$ cat config.mk
export PLATFORM = sky130hd
export DESIGN_NAME = prog_loader_flat
export DESIGN_NICKNAME = d
export VERILOG_FILES = /design/src/rtl/fourbit_pkg.sv /design/src/rtl/prog_loader_if.sv /design/src/rtl/prog_mem.sv /design/src/rtl/prog_loader.sv /design/src/flat_wrapper.sv
export SDC_FILE = /design/constraint.sdc
export NUM_CORES = 1
export LEC_CHECK = 0
export ABC_AREA = 1
export CAP_MARGIN = 20
export CORE_ASPECT_RATIO = 0.5
export CORE_UTILIZATION = 52
export DETAILED_ROUTE_END_ITERATION = 10
export HOLD_SLACK_MARGIN = 0.1
export PLACE_DENSITY_LB_ADDON = 0.05
export SLEW_MARGIN = 30
export SYNTH_ARGS = -nofsm -noshare
export SYNTH_HDL_FRONTEND = slang
export SYNTH_SLANG_ARGS = --single-unit
$ cat constraint.sdc
create_clock -name clk_cpu -period 1.99 [get_ports clk_cpu]
set_clock_uncertainty 0.2 [all_clocks]
set_input_delay 0.398 -clock clk_cpu [delete_from_list [all_inputs] [get_ports clk_cpu]]
set_output_delay 0.398 -clock clk_cpu [all_outputs]
set_load 0.005 [all_outputs]
$ cat src/rtl/fourbit_pkg.sv
`default_nettype none
// ============================================================================
// Module      : fourbit_pkg
// Description : Shared types and constants for the 4-bit CPU program loader:
//               loader state encoding, default widths and program depth.
// Revision    : 1.0 - initial release
// ============================================================================
package fourbit_pkg;

  localparam int DEFAULT_INST_W = 8;
  localparam int DEFAULT_ADDR_W = 4;
  localparam int PROG_DEPTH     = 16;

  // ERROR is only reachable when PROG_CKSUM_EN is defined
  typedef enum logic [1:0] {
    ST_HOLD  = 2'd0,
    ST_LOAD  = 2'd1,
    ST_RUN   = 2'd2,
    ST_ERROR = 2'd3
  } ld_state_t;

endpackage
`default_nettype wire

$ cat src/rtl/prog_loader_if.sv
`default_nettype none
// ============================================================================
// Module      : prog_loader_if
// Description : Program byte-stream load channel. The producer (master) drives
//               start/valid/data; the loader (slave) answers ready/done/err.
// Revision    : 1.0 - initial release
// ============================================================================
interface prog_loader_if
  import fourbit_pkg::*;
#(
  parameter int INST_W = DEFAULT_INST_W
);
  logic              ld_start;
  logic              ld_valid;
  logic              ld_ready;
  logic [INST_W-1:0] ld_data;
  logic              ld_done;
  logic              ld_err;

  modport master (
    output ld_start, ld_valid, ld_data,
    input  ld_ready, ld_done, ld_err
  );

  modport slave (
    input  ld_start, ld_valid, ld_data,
    output ld_ready, ld_done, ld_err
  );
endinterface
`default_nettype wire

$ cat src/rtl/prog_mem.sv
`default_nettype none
// ============================================================================
// Module      : prog_mem
// Description : Instruction store, 2^ADDR_W x INST_W registers. Async
//               active-low clear, one synchronous write port, one
//               asynchronous read port.
// Revision    : 1.0 - initial release
// ============================================================================
module prog_mem
  import fourbit_pkg::*;
#(
  parameter int INST_W = DEFAULT_INST_W,
  parameter int ADDR_W = DEFAULT_ADDR_W
) (
  input  wire logic              clk,
  input  wire logic              rst_n,
  input  wire logic              we,
  input  wire logic [ADDR_W-1:0] waddr,
  input  wire logic [INST_W-1:0] wdata,
  input  wire logic [ADDR_W-1:0] raddr,
  output logic      [INST_W-1:0] rdata
);
  localparam int DEPTH = 1 << ADDR_W;

  logic [INST_W-1:0] mem [DEPTH];

  // Clear the whole program on reset, otherwise single-port write
  always_ff @(posedge clk or negedge rst_n) begin
    if (!rst_n) begin
      for (int i = 0; i < DEPTH; i++) mem[i] <= '0;
    end else if (we) begin
      mem[waddr] <= wdata;
    end
  end

  assign rdata = mem[raddr];
endmodule
`default_nettype wire

$ cat src/rtl/prog_loader.sv
`default_nettype none
// ============================================================================
// Module      : prog_loader
// Description : Program store and loader for the 4-bit CPU. Feeds inst from
//               pc, accepts a 16-byte program over a valid/ready stream and
//               holds the CPU in reset until loaded or run is commanded.
//               Optional feature macro: PROG_CKSUM_EN (XOR checksum byte
//               after the program, ERROR state on mismatch).
// Revision    : 1.0 - initial release
// ============================================================================
module prog_loader
  import fourbit_pkg::*;
#(
  parameter int INST_W = DEFAULT_INST_W,
  parameter int ADDR_W = DEFAULT_ADDR_W
) (
  input  wire logic              clk_cpu,
  input  wire logic              reset,
  input  wire logic [ADDR_W-1:0] pc,
  output logic      [INST_W-1:0] inst,
  output logic                   cpu_hold,
  input  wire logic              run,
  prog_loader_if.slave           ld_if
);
  localparam logic [ADDR_W-1:0] LAST_ADDR = '1;

  ld_state_t         state;
  logic [ADDR_W-1:0] wr_ptr;
  logic              ld_ready_q;
  logic              ld_done_q;
  logic              xfer;
  logic              mem_we;

  // A byte moves only while ready; a restart in the same cycle drops it
  assign xfer = ld_if.ld_valid && ld_ready_q && !ld_if.ld_start;

`ifdef PROG_CKSUM_EN
  logic [INST_W-1:0] cksum_acc;
  logic              cksum_phase;   // next byte is the checksum, not program
  logic              ld_err_q;

  assign mem_we       = xfer && !cksum_phase;
  assign ld_if.ld_err = ld_err_q;

  // Loader FSM with pointer, checksum and registered Moore outputs
  always_ff @(posedge clk_cpu or negedge reset) begin
    if (!reset) begin
      state       <= ST_HOLD;
      wr_ptr      <= '0;
      cpu_hold    <= 1'b1;
      ld_ready_q  <= 1'b0;
      ld_done_q   <= 1'b0;
      ld_err_q    <= 1'b0;
      cksum_acc   <= '0;
      cksum_phase <= 1'b0;
    end else begin
      ld_done_q <= 1'b0;
      if (ld_if.ld_start) begin
        // Any state enters (or restarts) LOAD on a start pulse
        state       <= ST_LOAD;
        wr_ptr      <= '0;
        cksum_acc   <= '0;
        cksum_phase <= 1'b0;
        cpu_hold    <= 1'b1;
        ld_ready_q  <= 1'b1;
        ld_err_q    <= 1'b0;
      end else begin
        case (state)
          ST_HOLD: begin
            if (run) begin
              state    <= ST_RUN;
              cpu_hold <= 1'b0;
            end
          end
          ST_LOAD: begin
            if (xfer) begin
              if (cksum_phase) begin
                cksum_phase <= 1'b0;
                ld_ready_q  <= 1'b0;
                if (ld_if.ld_data == cksum_acc) begin
                  state     <= ST_RUN;
                  cpu_hold  <= 1'b0;
                  ld_done_q <= 1'b1;
                end else begin
                  state    <= ST_ERROR;
                  ld_err_q <= 1'b1;
                end
              end else begin
                wr_ptr    <= wr_ptr + 1'b1;
                cksum_acc <= cksum_acc ^ ld_if.ld_data;
                if (wr_ptr == LAST_ADDR) cksum_phase <= 1'b1;
              end
            end
          end
          ST_RUN:   ;
          ST_ERROR: ;
          default: begin
            state      <= ST_HOLD;
            cpu_hold   <= 1'b1;
            ld_ready_q <= 1'b0;
          end
        endcase
      end
    end
  end
`else
  assign mem_we       = xfer;
  assign ld_if.ld_err = 1'b0;

  // Loader FSM with pointer and registered Moore outputs
  always_ff @(posedge clk_cpu or negedge reset) begin
    if (!reset) begin
      state      <= ST_HOLD;
      wr_ptr     <= '0;
      cpu_hold   <= 1'b1;
      ld_ready_q <= 1'b0;
      ld_done_q  <= 1'b0;
    end else begin
      ld_done_q <= 1'b0;
      if (ld_if.ld_start) begin
        // Any state enters (or restarts) LOAD on a start pulse
        state      <= ST_LOAD;
        wr_ptr     <= '0;
        cpu_hold   <= 1'b1;
        ld_ready_q <= 1'b1;
      end else begin
        case (state)
          ST_HOLD: begin
            if (run) begin
              state    <= ST_RUN;
              cpu_hold <= 1'b0;
            end
          end
          ST_LOAD: begin
            if (xfer) begin
              wr_ptr <= wr_ptr + 1'b1;
              if (wr_ptr == LAST_ADDR) begin
                state      <= ST_RUN;
                cpu_hold   <= 1'b0;
                ld_ready_q <= 1'b0;
                ld_done_q  <= 1'b1;
              end
            end
          end
          ST_RUN: ;
          default: begin
            state      <= ST_HOLD;
            cpu_hold   <= 1'b1;
            ld_ready_q <= 1'b0;
          end
        endcase
      end
    end
  end
`endif

  assign ld_if.ld_ready = ld_ready_q;
  assign ld_if.ld_done  = ld_done_q;

  prog_mem #(
    .INST_W (INST_W),
    .ADDR_W (ADDR_W)
  ) u_mem (
    .clk   (clk_cpu),
    .rst_n (reset),
    .we    (mem_we),
    .waddr (wr_ptr),
    .wdata (ld_if.ld_data),
    .raddr (pc),
    .rdata (inst)
  );
endmodule
`default_nettype wire

$ cat src/flat_wrapper.sv
// flat-port wrapper written by rule: the top's interface ports become plain ports
module prog_loader_flat import fourbit_pkg::*;
#(
  parameter int INST_W = DEFAULT_INST_W,
  parameter int ADDR_W = DEFAULT_ADDR_W
)
  (clk_cpu, reset, pc, inst, cpu_hold, run, ld_if_ld_start, ld_if_ld_valid, ld_if_ld_data, ld_if_ld_ready, ld_if_ld_done, ld_if_ld_err);
  prog_loader_if #(.INST_W(INST_W)) ld_if_i ();
  input  wire logic clk_cpu;
  input  wire logic reset;
  input  wire logic [ADDR_W-1:0] pc;
  output logic      [INST_W-1:0] inst;
  output logic cpu_hold;
  input  wire logic run;
  input wire logic [$bits(ld_if_i.ld_start)-1:0] ld_if_ld_start;
  input wire logic [$bits(ld_if_i.ld_valid)-1:0] ld_if_ld_valid;
  input wire logic [$bits(ld_if_i.ld_data)-1:0] ld_if_ld_data;
  output wire logic [$bits(ld_if_i.ld_ready)-1:0] ld_if_ld_ready;
  output wire logic [$bits(ld_if_i.ld_done)-1:0] ld_if_ld_done;
  output wire logic [$bits(ld_if_i.ld_err)-1:0] ld_if_ld_err;
  assign ld_if_i.ld_start = ld_if_ld_start;
  assign ld_if_i.ld_valid = ld_if_ld_valid;
  assign ld_if_i.ld_data = ld_if_ld_data;
  assign ld_if_ld_ready = ld_if_i.ld_ready;
  assign ld_if_ld_done = ld_if_i.ld_done;
  assign ld_if_ld_err = ld_if_i.ld_err;
  prog_loader #(.INST_W(INST_W), .ADDR_W(ADDR_W)) u_core (.clk_cpu(clk_cpu), .reset(reset), .pc(pc), .inst(inst), .cpu_hold(cpu_hold), .run(run), .ld_if(ld_if_i));
endmodule
==> out/results.tsv, run 1 <==
metric	value	unit
H-Tree Depth	4	
CP Capture Type	output port	
DP Area	7570	um^2
Area Growth Syn to Fin	29.6	%
Synth top area share	0.498	
pre-CTS setup slack	-0.860	ns
Ys Warns	0	
worst skew pair latency	0.42	ns
setup TNS	-0.0688	ns
CP startpoint kind	input pin	
Layout Utilization	0.696	
Max Freq	492	MHz
overall routing resource usage	0.307	
library cells used by synthesis	24	
status	finished with violations	
Pwr Density	799	nW/um^2
DIE HEIGHT	83.1	um
Synth async-reset ratio	1.00	
CTS root buffer	clkbuf_16	
cts bufs inserted	17	
fin. max-slew vios	0	
top-count cell post-synth	nand2_1	
clock slew at reported path FFs	0.06	ns
Post-Syn Area	6840	um^2
Routed WL	19.9	mm
Core Area	12700	um^2
drt pass-1 iters	5	
Power, Total	7.08	mW
Max clock buf depth	2	
Synth area leader	dfrtp_1	
gr ovfl total	0	
Net Count, Synth	904	
DRT antenna net count	0	
I/O pin count	29	
RSZ-0062 raised after global routing	yes	
commonest cells in the netlist	nand2_1 (311), dfrtp_1 (136), o21ai_0 (120)	
final period demand of the worst path	2.03	ns
worst-path fanout max	7	
first-pass GRT wire length	31.0	mm
Slew @ Worst Pin	0.572	ns
sequential cell area fraction in the yosys report	0.502	
Synth Flop Type	dfrtp_1	
first-iteration detailed-routing DRC count	693	
vias in the first global route	5704	
final setup violation count	4	
largest net degree at the start of global routing	45	
Antenna Cells	0	
Sink Count	137	
initial antenna violation count	1	
EDFF count, synth	0	
Inst Count DP	1078	
fin crit share	1.02	
DR WL/cell	17.5	um
Layout Cells excl Fill	1135	
Vias/cell	5.50	
RD Place Congestion	0.890	
leading post-synthesis cells by cell area	dfrtp_1 (50%), nand2_1 (17%), o21ai_0 (8.8%)	
DRC Markers	0	
Max-cap violations	0	
Final Cell Area	8860	um^2
final worst slack	-0.0410	ns
Worst VDD drop	0.600	mV
failing checks	setup timing	
Critical Path RT	1.39	ns
Slew HR	0.618	
Seq cells post-synth	137	
CTS tree	done	
dpl hpwl	12.4	mm
Vias	6241	
Fin Hold WS	0.281	ns
static leakage	4.23	nW
Port Buffers	27	
Crit Path Category	input pin to output port	
layout cell share with drive strength beyond 1	0.231	
Critical Path AT	1.43	ns
Worst Hold Class	input pin to async pin	
Synth Area per Inst	7.74	um^2
Final Hold Vio Count	0	
Initial Util	0.537	
die area	13600	um^2
Die W	164	um
synthesized instance count	883	
row count	29	
Net count, final	973	
## final timing paths
check / to / slack (ns) / from / depth (start not counted)
worst min register to register: u_core.u_mem.mem[115]$_DFFE_PN0P_ / 0.29 / u_core.u_mem.mem[115]$_DFFE_PN0P_ / 2
worst max-delay path: inst[4] / -0.04 / pc[0] / 10
worst max register to register: u_core.u_mem.mem[42]$_DFFE_PN0P_ / 0.15 / u_core.wr_ptr[0]$_DFFE_PN0P_ / 5
min in group clk_cpu: u_core.u_mem.mem[115]$_DFFE_PN0P_ / 0.29 / u_core.u_mem.mem[115]$_DFFE_PN0P_ / 2
worst min-delay path: u_core.u_mem.mem[36]$_DFFE_PN0P_ / 0.28 / reset / 2
max in group asynchronous: u_core.u_mem.mem[57]$_DFFE_PN0P_ / 0.76 / reset / 3
## cell usage in the layout, fill, tap and decap left out, types with 2 or more instances in the layout
master and count:
clkdlybuf4s50_1 13, buf_12 19, clkinv_2 3, nand4_1 8, nand2_2 29, buf_6 10
dlygate4sd2_1 3, nand3_2 46, inv_6 2, buf_2 6, clkinvlp_4 4, nand3_1 49
nor2_1 8, inv_1 101, nand2_1 283, buf_16 3, buf_4 45, inv_2 15
dfrtp_1 136, clkbuf_16 18, nor3_1 2, clkinv_4 3, nand4_4 7, o21ai_1 11
o21ai_0 120, ha_1 4, nand3_4 5, bufinv_16 2
## registers in the layout, indices dropped and copies added, names as in the netlist
register / count
u_core.u_mem.mem: 128
u_core.ld_if.ld_done: 1
u_core.state: 2
u_core.ld_if.ld_ready: 1
u_core.cpu_hold: 1
u_core.wr_ptr: 4
## logic make-up (layout without fill, tap and decap cells)
kind of cell,count (synthesis),count (layout),synth area share
flops,137,137,0.502
compound gates,133,133,0.0977
simple gates,438,438,0.283
other cells,1,1,0.000549
buf+inv,170,252,0.110
fa+ha+maj,4,4,0.00732
## where the power goes
group	total, mW	switching [mW]	internal [mW]
clock	3.16	1.28	1.88
combinational	0.921	0.547	0.374
sequential	2.99	0.0723	2.92
## area by class of cell
| cell class | instances | area, um^2 |
|---|---|---|
| clock inverter | 14 | 149 |
| clock buffer | 18 | 439 |
| tap | 170 | 213 |
| inverter | 118 | 462 |
| fill | 1036 | 3880 |
| multi-input combinational | 576 | 3020 |
| timing repair buffer | 102 | 1150 |
| sequential | 137 | 3430 |
## critical path, cell delays in order
cell and delay, ns:
buf_12 0.12, inv_16 0.06, buf_12 0.14, buf_12 0.14, nand2_2 0.07, nand3_2 0.12
nand3_4 0.13, nand3_2 0.07, nand2_2 0.09, buf_6 0.09
## timing repair
| item | CTS | global route |
|---|---|---|
| setup buffers | 5 | 15 |
| hold buffers | 1 | 0 |
| setup endpoints to repair | 9 | 8 |
| hold endpoints to repair | 67 | 0 |
| gates cloned | 4 | 1 |
| pin swaps | 20 | 40 |
| resized for setup | 92 | 69 |
## metal layers
| layer | global-route usage | up-vias | wire length, um |
|---|---|---|---|
| met2 | 0.427 | 285 | 8520 |
| met5 | 0 | - | 0 |
| met3 | 0.0724 | 28 | 1810 |
| met4 | 0.0816 | 0 | 245 |
| met1 | 0.474 | 3009 | 9280 |
| li1 | - | 2919 | - |
(Power assumes the default switching activity.)
==> run 2, diff against run 1 <==
Settings changed: CORE_ASPECT_RATIO 0.5 to 2.
==> run 2 against run 1 <==
The run still ends with setup timing left; core utilization shrank 2.0 points; count of clock-buffer cells in the layout stayed put; sequential share of layout area up 1.2 points; power down 1.2%; critical path depth down 3; clock power shrank 2%; worst hold slack lost 0.048 ns; fmax grew 0.54%; die area barely moved; sequential cell count unchanged; worst setup slack gained 0.011 ns; critical endpoint is now inst[1]; highest routed layer unchanged.
==> out/results.tsv, run 2 (synthesis gave the netlist of run 1 again) <==
metric	value	unit	change
status	finished with violations		
failing checks	setup timing		
dpl hpwl	13.5	mm	+8.4%
CTS root buffer	clkbuf_16		
worst-path fanout max	2		-5
Critical Path AT	1.42	ns	about the same
Max Freq	495	MHz	+0.54%
max reg flops	128		unchanged
final period demand of the worst path	2.02	ns	-0.0110 ns
H-Tree Depth	4		unchanged
Pwr Density	814	nW/um^2	+1.9%
initial antenna violation count	1		unchanged
DIE HEIGHT	164	um	+98%
clock slew at reported path FFs	0.06	ns	about the same
Most flops, register	u_core.u_mem.mem		
Slew @ Worst Pin	0.680	ns	+0.108 ns
top flop regs	u_core.u_mem.mem x128, u_core.wr_ptr x4, u_core.state x2		
Worst Hold Class	input pin to async pin		
Worst VDD drop	0.676	mV	+13%
Vias	6163		-1.2%
vias in the first global route	6120		+7.3%
commonest cells after routing, fill and taps aside	nand2_1 (275), dfrtp_1 (136), o21ai_0 (120)		
RSZ-0062 raised after global routing	yes		
static leakage	4.13	nW	-2.3%
row count	58		+100%
Antenna Cells	0		unchanged
Vias/cell	5.54		+0.70%
Final Hold Vio Count	0		unchanged
Net count, final	971		-0.21%
CTS tree	done		
Slew HR	0.546		-0.0718
Routed WL	20.3	mm	+2.3%
DRT antenna net count	0		unchanged
layout cell share with drive strength beyond 1	0.211		-0.0203
final worst slack	-0.0300	ns	+0.0110 ns
Layout Utilization	0.676		-0.0197
reg-to-reg setup timing slack	0.18	ns	+0.03 ns
RD Place Congestion	0.952		+6.9%
Sink Count	137		unchanged
first-iteration detailed-routing DRC count	516		-26%
CP startpoint kind	register		
DRC Markers	0		unchanged
drt pass-1 iters	7		+2
Port Buffers	27		unchanged
final setup violation count	2		-2
largest net degree at the start of global routing	38		-16%
fin crit share	1.02		-0.00551
Crit Path Category	register to output port		
Core Area	12700	um^2	-0.29%
commonest non-fill, non-tap cell in the layout	nand2_1		
CP Capture Type	output port		
Area Growth Syn to Fin	25.6	%	
I/O pin count	29		unchanged
DR WL/cell	18.2	um	+4.3%
Fin Hold WS	0.233	ns	-0.0482 ns
Max-cap violations	0		unchanged
overall routing resource usage	0.313		+0.00678
fin. max-slew vios	0		unchanged
reg2reg end	u_core.u_mem.mem[62]$_DFFE_PN0P_		
Reg-to-Reg Start	u_core.wr_ptr[0]$_DFFE_PN0P_		
cts bufs inserted	17		unchanged
first-pass GRT wire length	32.1	mm	+3.7%
die area	13600	um^2	about the same
Max clock buf depth	2		unchanged
R2R depth	6		+1
Initial Util	0.538		+0.00153
Critical Path RT	1.39	ns	about the same
gr ovfl total	0		unchanged
worst skew pair latency	0.43	ns	about the same
Die W	83.1	um	-49%
## run 2: where the power goes
part	switching (mW)	internal [mW]	leakage [nW]
Clock	1.26	1.85	0.276
Sequential	0.0767	2.92	1.88
Combinational	0.539	0.346	1.98
Total	1.87	5.11	4.13
## run 2: routing by layer
metal,part of all wire,track usage,vias up
met4,0.062,0.198,0
met5,0,0,-
li1,-,-,2918
met1,0.37,0.348,2938
met3,0.060,0.0628,83
met2,0.51,0.546,224
## run 2: timing repair
action	CTS	global route
setup endpoints to repair	9	8
endpoints found under the hold margin	136	0
gates cloned	3	1
pin swaps	22	26
gates resized for setup	108	25
buffers inserted	8	17
hold buffers	1	0
## run 2: how the worst max path moves through the flow
| stage | start | slack, ns | endpoint |
|---|---|---|---|
| floorplan | pc[1] | 0.17 | inst[1] |
| detailed placement | pc[1] | -0.74 | inst[1] |
| global placement | pc[1] | -0.73 | inst[1] |
| CTS | u_core.u_mem.mem[97]$_DFFE_PN0P_ | -0.001 | inst[1] |
| finish | u_core.u_mem.mem[121]$_DFFE_PN0P_ | -0.03 | inst[1] |
| global route | u_core.u_mem.mem[20]$_DFFE_PN0P_ | -0.06 | inst[4] |
## run 2: area by class of cell
cell class,count,area [um^2]
inverter,118,464
tap,150,188
fill,1059,4120
clock buffer,18,429
sequential,137,3430
clock inverter,14,150
multi-input combinational,576,2910
timing repair buffer,100,1010
## run 2: critical path, stage by stage (launching register included)
cell and delay [ns]:
dfrtp_1 0.38, inv_1 0.06, nand2_1 0.08, nand3_1 0.08
nand3_1 0.08, nand3_1 0.09, nand2_1 0.08, buf_2 0.13
## run 2: metrics by stage
step	setup TNS (ns)	power (mW)	setup slack [ns]	area [um^2]	instances
global placement	-10.46	3.79	-0.727	7410	1051
detailed placement	-13.64	3.81	-0.742	7410	1051
finish	-0.0397	6.99	-0.0300	8580	1113
CTS	-0.00139	6.96	-0.00139	8340	1095
floorplan	0	3.45	0.165	6840	883
global route	-0.410	7.23	-0.0643	8580	1113
==> RTL edit 1: new RTL, config.mk and constraints of run 2 <==
Encoding of `ld_state_t`: now one-hot (4 bits for 4 states).
--- a/src/rtl/fourbit_pkg.sv
+++ b/src/rtl/fourbit_pkg.sv
@@ -13,9 +13,9 @@
 
   // ERROR is only reachable when PROG_CKSUM_EN is defined
-  typedef enum logic [1:0] {
-    ST_HOLD  = 2'd0,
-    ST_LOAD  = 2'd1,
-    ST_RUN   = 2'd2,
-    ST_ERROR = 2'd3
+  typedef enum logic [3:0] {
+    ST_HOLD  = 4'b0001,
+    ST_LOAD  = 4'b0010,
+    ST_RUN   = 4'b0100,
+    ST_ERROR = 4'b1000
   } ld_state_t;
 
Check against the original RTL: no difference found for any inputs over 4 cycles, from zero or initial values and one cycle with reset low; so few cycles prove little.
==> RTL edit 1 against run 2 <==
The run still ends with negative setup slack left. Setup slack lost 48 ps. Cell area grew 4.4%. Clock power grew 2%. Power grew 6.9%. Routed wire length grew 0.33%. Sequential cell count grew 1. Synthesized area grew 0.42%.
==> RTL edit 1: results (changes against run 2) <==
Parameter                              Value

Placed design
  Dpl ws    -671 ps (was -742 ps)
  Placement Cell Area    7560 um2 (was 7410 um2)
  RD Place Congestion    0.921 (was 0.952)
  Count of input and output buffers    27 (unchanged)
  DP Wirelength    12.7 mm (was 13.5 mm)

Worst setup path
  Largest fanout on the critical path    3 (was 2)
  Max stage delay on crit path    150 ps (was 380 ps)
  Data arrival, critical path    1470 ps (was 1420 ps)
  Kind of cell with the highest combined delay on the critical path    buffers and inverters (was simple AND/OR/NAND/NOR gates)
  Critical-path cell with the highest stage delay    sky130_fd_sc_hd__buf_4 (was sky130_fd_sc_hd__dfrtp_1)

Pwr
  Int Pwr    5.40 mW (was 5.11 mW)
  Leakage    4.30 nW (was 4.13 nW)
  Share of power burned in registers    0.423 (was 0.429)
  Power consumed by the clock network    3.15 mW (was 3.10 mW)
  Largest voltage drop on the vdd net    0.000699 V (was 0.000676 V)

Global routing
  Gr usage total    0.307 (was 0.313)
  Maximum number of pins on one net before global-route repair    58 (was 38)
  Vias in the first global route    6193 (was 6120)
  First-pass GRT wire length    32.3 mm (was 32.1 mm)
  Initial antenna violation count    0 (was 1)

Status
  Violations in the final reports    negative setup slack (unchanged)
  Outcome    complete, but fails checks (unchanged)

Clock tree
  Post-CTS setup-driven buffer insertion count    19 (was 8)
  Total of cells resized after clock tree synthesis    86 (was 108)
  Buffer type at the clock tree root    sky130_fd_sc_hd__clkbuf_16 (unchanged)

Synthesis
  Most frequent cells after synthesis    sky130_fd_sc_hd__nand2_1 (311), sky130_fd_sc_hd__dfrtp_1 (136), sky130_fd_sc_hd__o21ai_0 (133) (was sky130_fd_sc_hd__nand2_1 (311), sky130_fd_sc_hd__dfrtp_1 (136), sky130_fd_sc_hd__o21ai_0 (120))
  Post-synthesis cell type count    23 (was 24)
  Synth Warn #    0 (unchanged)
  Sequential element share of the synthesized area    0.503 (was 0.502)
  Synth top area cells    sky130_fd_sc_hd__dfrtp_1 (50%), sky130_fd_sc_hd__nand2_1 (17%), sky130_fd_sc_hd__o21ai_0 (9.7%) (was sky130_fd_sc_hd__dfrtp_1 (50%), sky130_fd_sc_hd__nand2_1 (17%), sky130_fd_sc_hd__o21ai_0 (8.8%))
  Net count of the mapped netlist    914 (was 904)

Finish
  Registers with the most flip-flops    u_core.u_mem.mem (128), u_core.wr_ptr (4), u_core.state (3) (was u_core.u_mem.mem (128), u_core.wr_ptr (4), u_core.state (2))
  Nets    997 (was 971)
  Fraction of final layout cells with drive strength greater than 1    0.222 (was 0.211)

Drt
  Vias per std cell    5.53 (was 5.54)
  Routed wire length    20.4 mm (was 20.3 mm)
  DRC marker count from the first detailed-route iteration    461 (was 516)
  Drt first pass iters    5 (was 7)

Timing
  Fin worst setup slack    -78.0 ps (was -30.0 ps)
  Rel. slew slack    0.653 (was 0.546)
  Final setup fails    4 (was 2)
[RTL edit 1: changes by cell type after synthesis, moves of 2 or more]
cell | before | now
sky130_fd_sc_hd__buf_1 | 0 | 5
sky130_fd_sc_hd__buf_6 | 9 | 2
sky130_fd_sc_hd__clkbuf_1 | 24 | 27
sky130_fd_sc_hd__nand3_1 | 100 | 107
sky130_fd_sc_hd__nand4_4 | 7 | 9
sky130_fd_sc_hd__nor2_1 | 8 | 6
sky130_fd_sc_hd__o21ai_0 | 120 | 133
sky130_fd_sc_hd__o21ai_1 | 11 | 0
[RTL edit 1: path summary, 6_finish.rpt]
| check | start | to | slack, ps | cells past startpoint |
|---|---|---|---|---|
| setup / recovery | pc[1] | inst[7] | -80 | 9 |
| hold / removal | reset | u_core.u_mem.mem[82] | 210 | 2 |
| setup reg to reg | u_core.wr_ptr[0] | u_core.u_mem.mem[57] | 180 | 6 |
| hold reg to reg | u_core.cpu_hold | u_core.cpu_hold | 270 | 2 |
| max in group asynchronous | reset | u_core.cpu_hold | 710 | 3 |
| min in group clk_cpu | u_core.cpu_hold | u_core.cpu_hold | 270 | 2 |
[RTL edit 1: logic make-up (layout without fill, tap and decap cells)]
logic type	count (synthesis)	count (layout)	synth area share
DFF	138	138	0.503
xor gates and xnor gates	1	1	0.00128
AOI/OAI and AO/OA	133	133	0.0970
and+or+nand+nor	446	446	0.292
other	1	1	0.000546
adders and majority gates	4	4	0.00729
buffers and inverters	170	266	0.0988
[RTL edit 1: layout make-up]
| type | count | area [um2] |
|---|---|---|
| Clock inverter | 12 | 141 |
| Timing Repair Buffer | 116 | 1250 |
| Multi-Input combinational cell | 585 | 3020 |
| Clock buffer | 20 | 447 |
| Inverter | 118 | 459 |
| Sequential cell | 138 | 3460 |
| Tap cell | 152 | 190 |
| Fill cell | 1044 | 3960 |
[RTL edit 1: through the flow]
step	hold WS [ps]	total power, mW	TNS [ps]	std cells
6_report	215	7.47	-148	1141
5_1_grt	219	7.76	-605	1141
4_1_cts	217	7.40	-2.83	1124
3_5_place_dp	91.0	4.17	-23750	1066
3_3_place_gp	87.5	4.15	-20970	1066
2_1_floorplan	-97.6	3.73	0	893
[RTL edit 1: metal layers]
layer	track usage	up-vias	wire length, um
met5	0	-	0
met4	0.150	0	860
met3	0.0520	66	887
met2	0.544	211	10700
met1	0.357	3048	7920
li1	-	2987	-
[RTL edit 1: worst register-to-register path, delay by kind of cell, from the launching register on]
kind | cells | cell delay (ps)
flip-flops | 1 | 430
buffers and inverters | 2 | 390
AND/OR/NAND/NOR | 2 | 250
adder cells (fa/ha/maj) | 1 | 330
AO/OA/AOI/OAI | 1 | 90
==> RTL edit 2: new RTL, config.mk and constraints of run 2 <==
Without the edit above. Set the package constant `DEFAULT_ADDR_W` to 2 (it was 4).
--- a/src/rtl/fourbit_pkg.sv
+++ b/src/rtl/fourbit_pkg.sv
@@ -9,5 +9,5 @@
 
   localparam int DEFAULT_INST_W = 8;
-  localparam int DEFAULT_ADDR_W = 4;
+  localparam int DEFAULT_ADDR_W = 2;
   localparam int PROG_DEPTH     = 16;
 
Interface: changed (resized pc); port bits go from 29 to 27. The function was not compared with the original's and may differ.
==> RTL edit 2 against run 2 <==
The run ends with design-rule violations left. Setup slack improved by 82 ps. Non-clock buffer count fell by 66. Sequential cell count fell by 98. Cell area fell by 74%. Core utilization rose by 1.1 points. Synthesized area fell by 74%. Routed wire length fell by 81%. Final cell count fell by 76%. Power fell by 64%. Critical path type is now input pin to output pin. Critical endpoint is now inst[2]. Highest routed layer unchanged.
==> RTL edit 2: results (changes against run 2) <==
Parameter                              Value

Global routing
  First-pass GRT wire length    6.67 mm (was 32.1 mm)
  Gr usage total    0.243 (was 0.313)
  Initial antenna violation count    0 (was 1)
  Vias in the first global route    1503 (was 6120)
  Maximum number of pins on one net before global-route repair    30 (was 38)

Finish
  Number of ordinary and repair buffers in the finished layout    34 (was 100)
  Fraction of final layout cells with drive strength greater than 1    0.152 (was 0.211)
  Non-filler instance count after layout    268 (was 1113)
  Multi-Input Combinational    141 (was 576)
  Total of clock buffers placed in the layout    6 (was 18)
  Sequential cell area    977 um2 (was 3430 um2)
  Inverters excl. clock    15 (was 118)
  Clock distribution area overhead in the final layout    0.0530 (was 0.0675)
  Layout non-clock buf frac    0.149 (was 0.118)
  Fill cells    280 (was 1059)
  Seq Cell Count    39 (was 137)
  Combined area of the multi-input logic cells    699 um2 (was 2910 um2)
  Registers with the most flip-flops    u_core.u_mem.mem (32), u_core.state (2), u_core.wr_ptr (2) (was u_core.u_mem.mem (128), u_core.wr_ptr (4), u_core.state (2))

Placed design
  Dpl ws    -503 ps (was -742 ps)
  Count of input and output buffers    25 (was 27)
  DP Wirelength    2.75 mm (was 13.5 mm)
  Placement Cell Area    2100 um2 (was 7410 um2)

Pwr
  Leakage    1.10 nW (was 4.13 nW)
  Largest voltage drop on the vdd net    0.000639 V (was 0.000676 V)
  Sequential power    1.25 mW (was 3.00 mW)

Drt
  Vias per std cell    5.57 (was 5.54)
  Residual DRC    6 (was 0)
  DRC marker count from the first detailed-route iteration    69 (was 516)

Worst setup path
  Largest fanout on the critical path    6 (was 2)
  Reg-to-reg critical path startpoint    u_core.state[1] (was u_core.wr_ptr[0])
  Critical-path cell with the highest stage delay    sky130_fd_sc_hd__dlygate4sd2_1 (was sky130_fd_sc_hd__dfrtp_1)
  Data arrival, critical path    1340 ps (was 1420 ps)
  Max stage delay on crit path    270 ps (was 380 ps)
  Kind of cell with the highest combined delay on the critical path    buffers and inverters (was simple AND/OR/NAND/NOR gates)
  Endpoint of the worst register-to-register path    u_core.wr_ptr[0] (was u_core.u_mem.mem[62])

Synthesis
  Mapped Cells    202 (was 883)
  Area share of fa/ha/maj cells after synthesis    0.0279 (was 0.00732)
  Fraction of the mapped netlist area in compound gates    0.182 (was 0.0977)
  Net count of the mapped netlist    221 (was 904)
  Post-synthesis cell type count    20 (was 24)
  Sequential element share of the synthesized area    0.545 (was 0.502)
  Synth top area cells    sky130_fd_sc_hd__dfrtp_1 (53%), sky130_fd_sc_hd__nand2_1 (10%), sky130_fd_sc_hd__o21ai_0 (7.0%) (was sky130_fd_sc_hd__dfrtp_1 (50%), sky130_fd_sc_hd__nand2_1 (17%), sky130_fd_sc_hd__o21ai_0 (8.8%))

Status
  Outcome    complete, but fails checks (unchanged)
  Violations in the final reports    design-rule violations (was negative setup slack)

Timing
  Final hold slack    228 ps (was 233 ps)

Clock tree
  Buffer type at the clock tree root    sky130_fd_sc_hd__clkbuf_8 (was sky130_fd_sc_hd__clkbuf_16)
==> RTL edit 2: metal layers <==
metal / vias up / GRT usage / wire (um)
li1: 730 / - / -
met1: 710 / 0.284 / 1490
met2: 44 / 0.423 / 2080
met3: 10 / 0.0404 / 163
met4: 0 / 0.102 / 114
met5: - / 0 / 0
==> RTL edit 2: what timing repair did <==
| item | CTS | global route |
|---|---|---|
| pin swaps | 0 | 0 |
| resized for setup | 20 | 6 |
| hold endpoints to repair | 0 | 0 |
| setup endpoints to repair | 8 | 6 |
| hold buffers | 0 | 0 |
==> RTL edit 2: how the worst max path moves through the flow <==
stage,slack (ps),cells past startpoint,endpoint,startpoint
2_1_floorplan,490,4,inst[0],pc[0]
3_3_place_gp,-490,5,inst[0],pc[0]
3_5_place_dp,-500,5,inst[1],pc[1]
4_1_cts,40,5,inst[2],pc[0]
5_1_grt,1,6,inst[0],pc[0]
6_report,50,5,inst[2],pc[0]
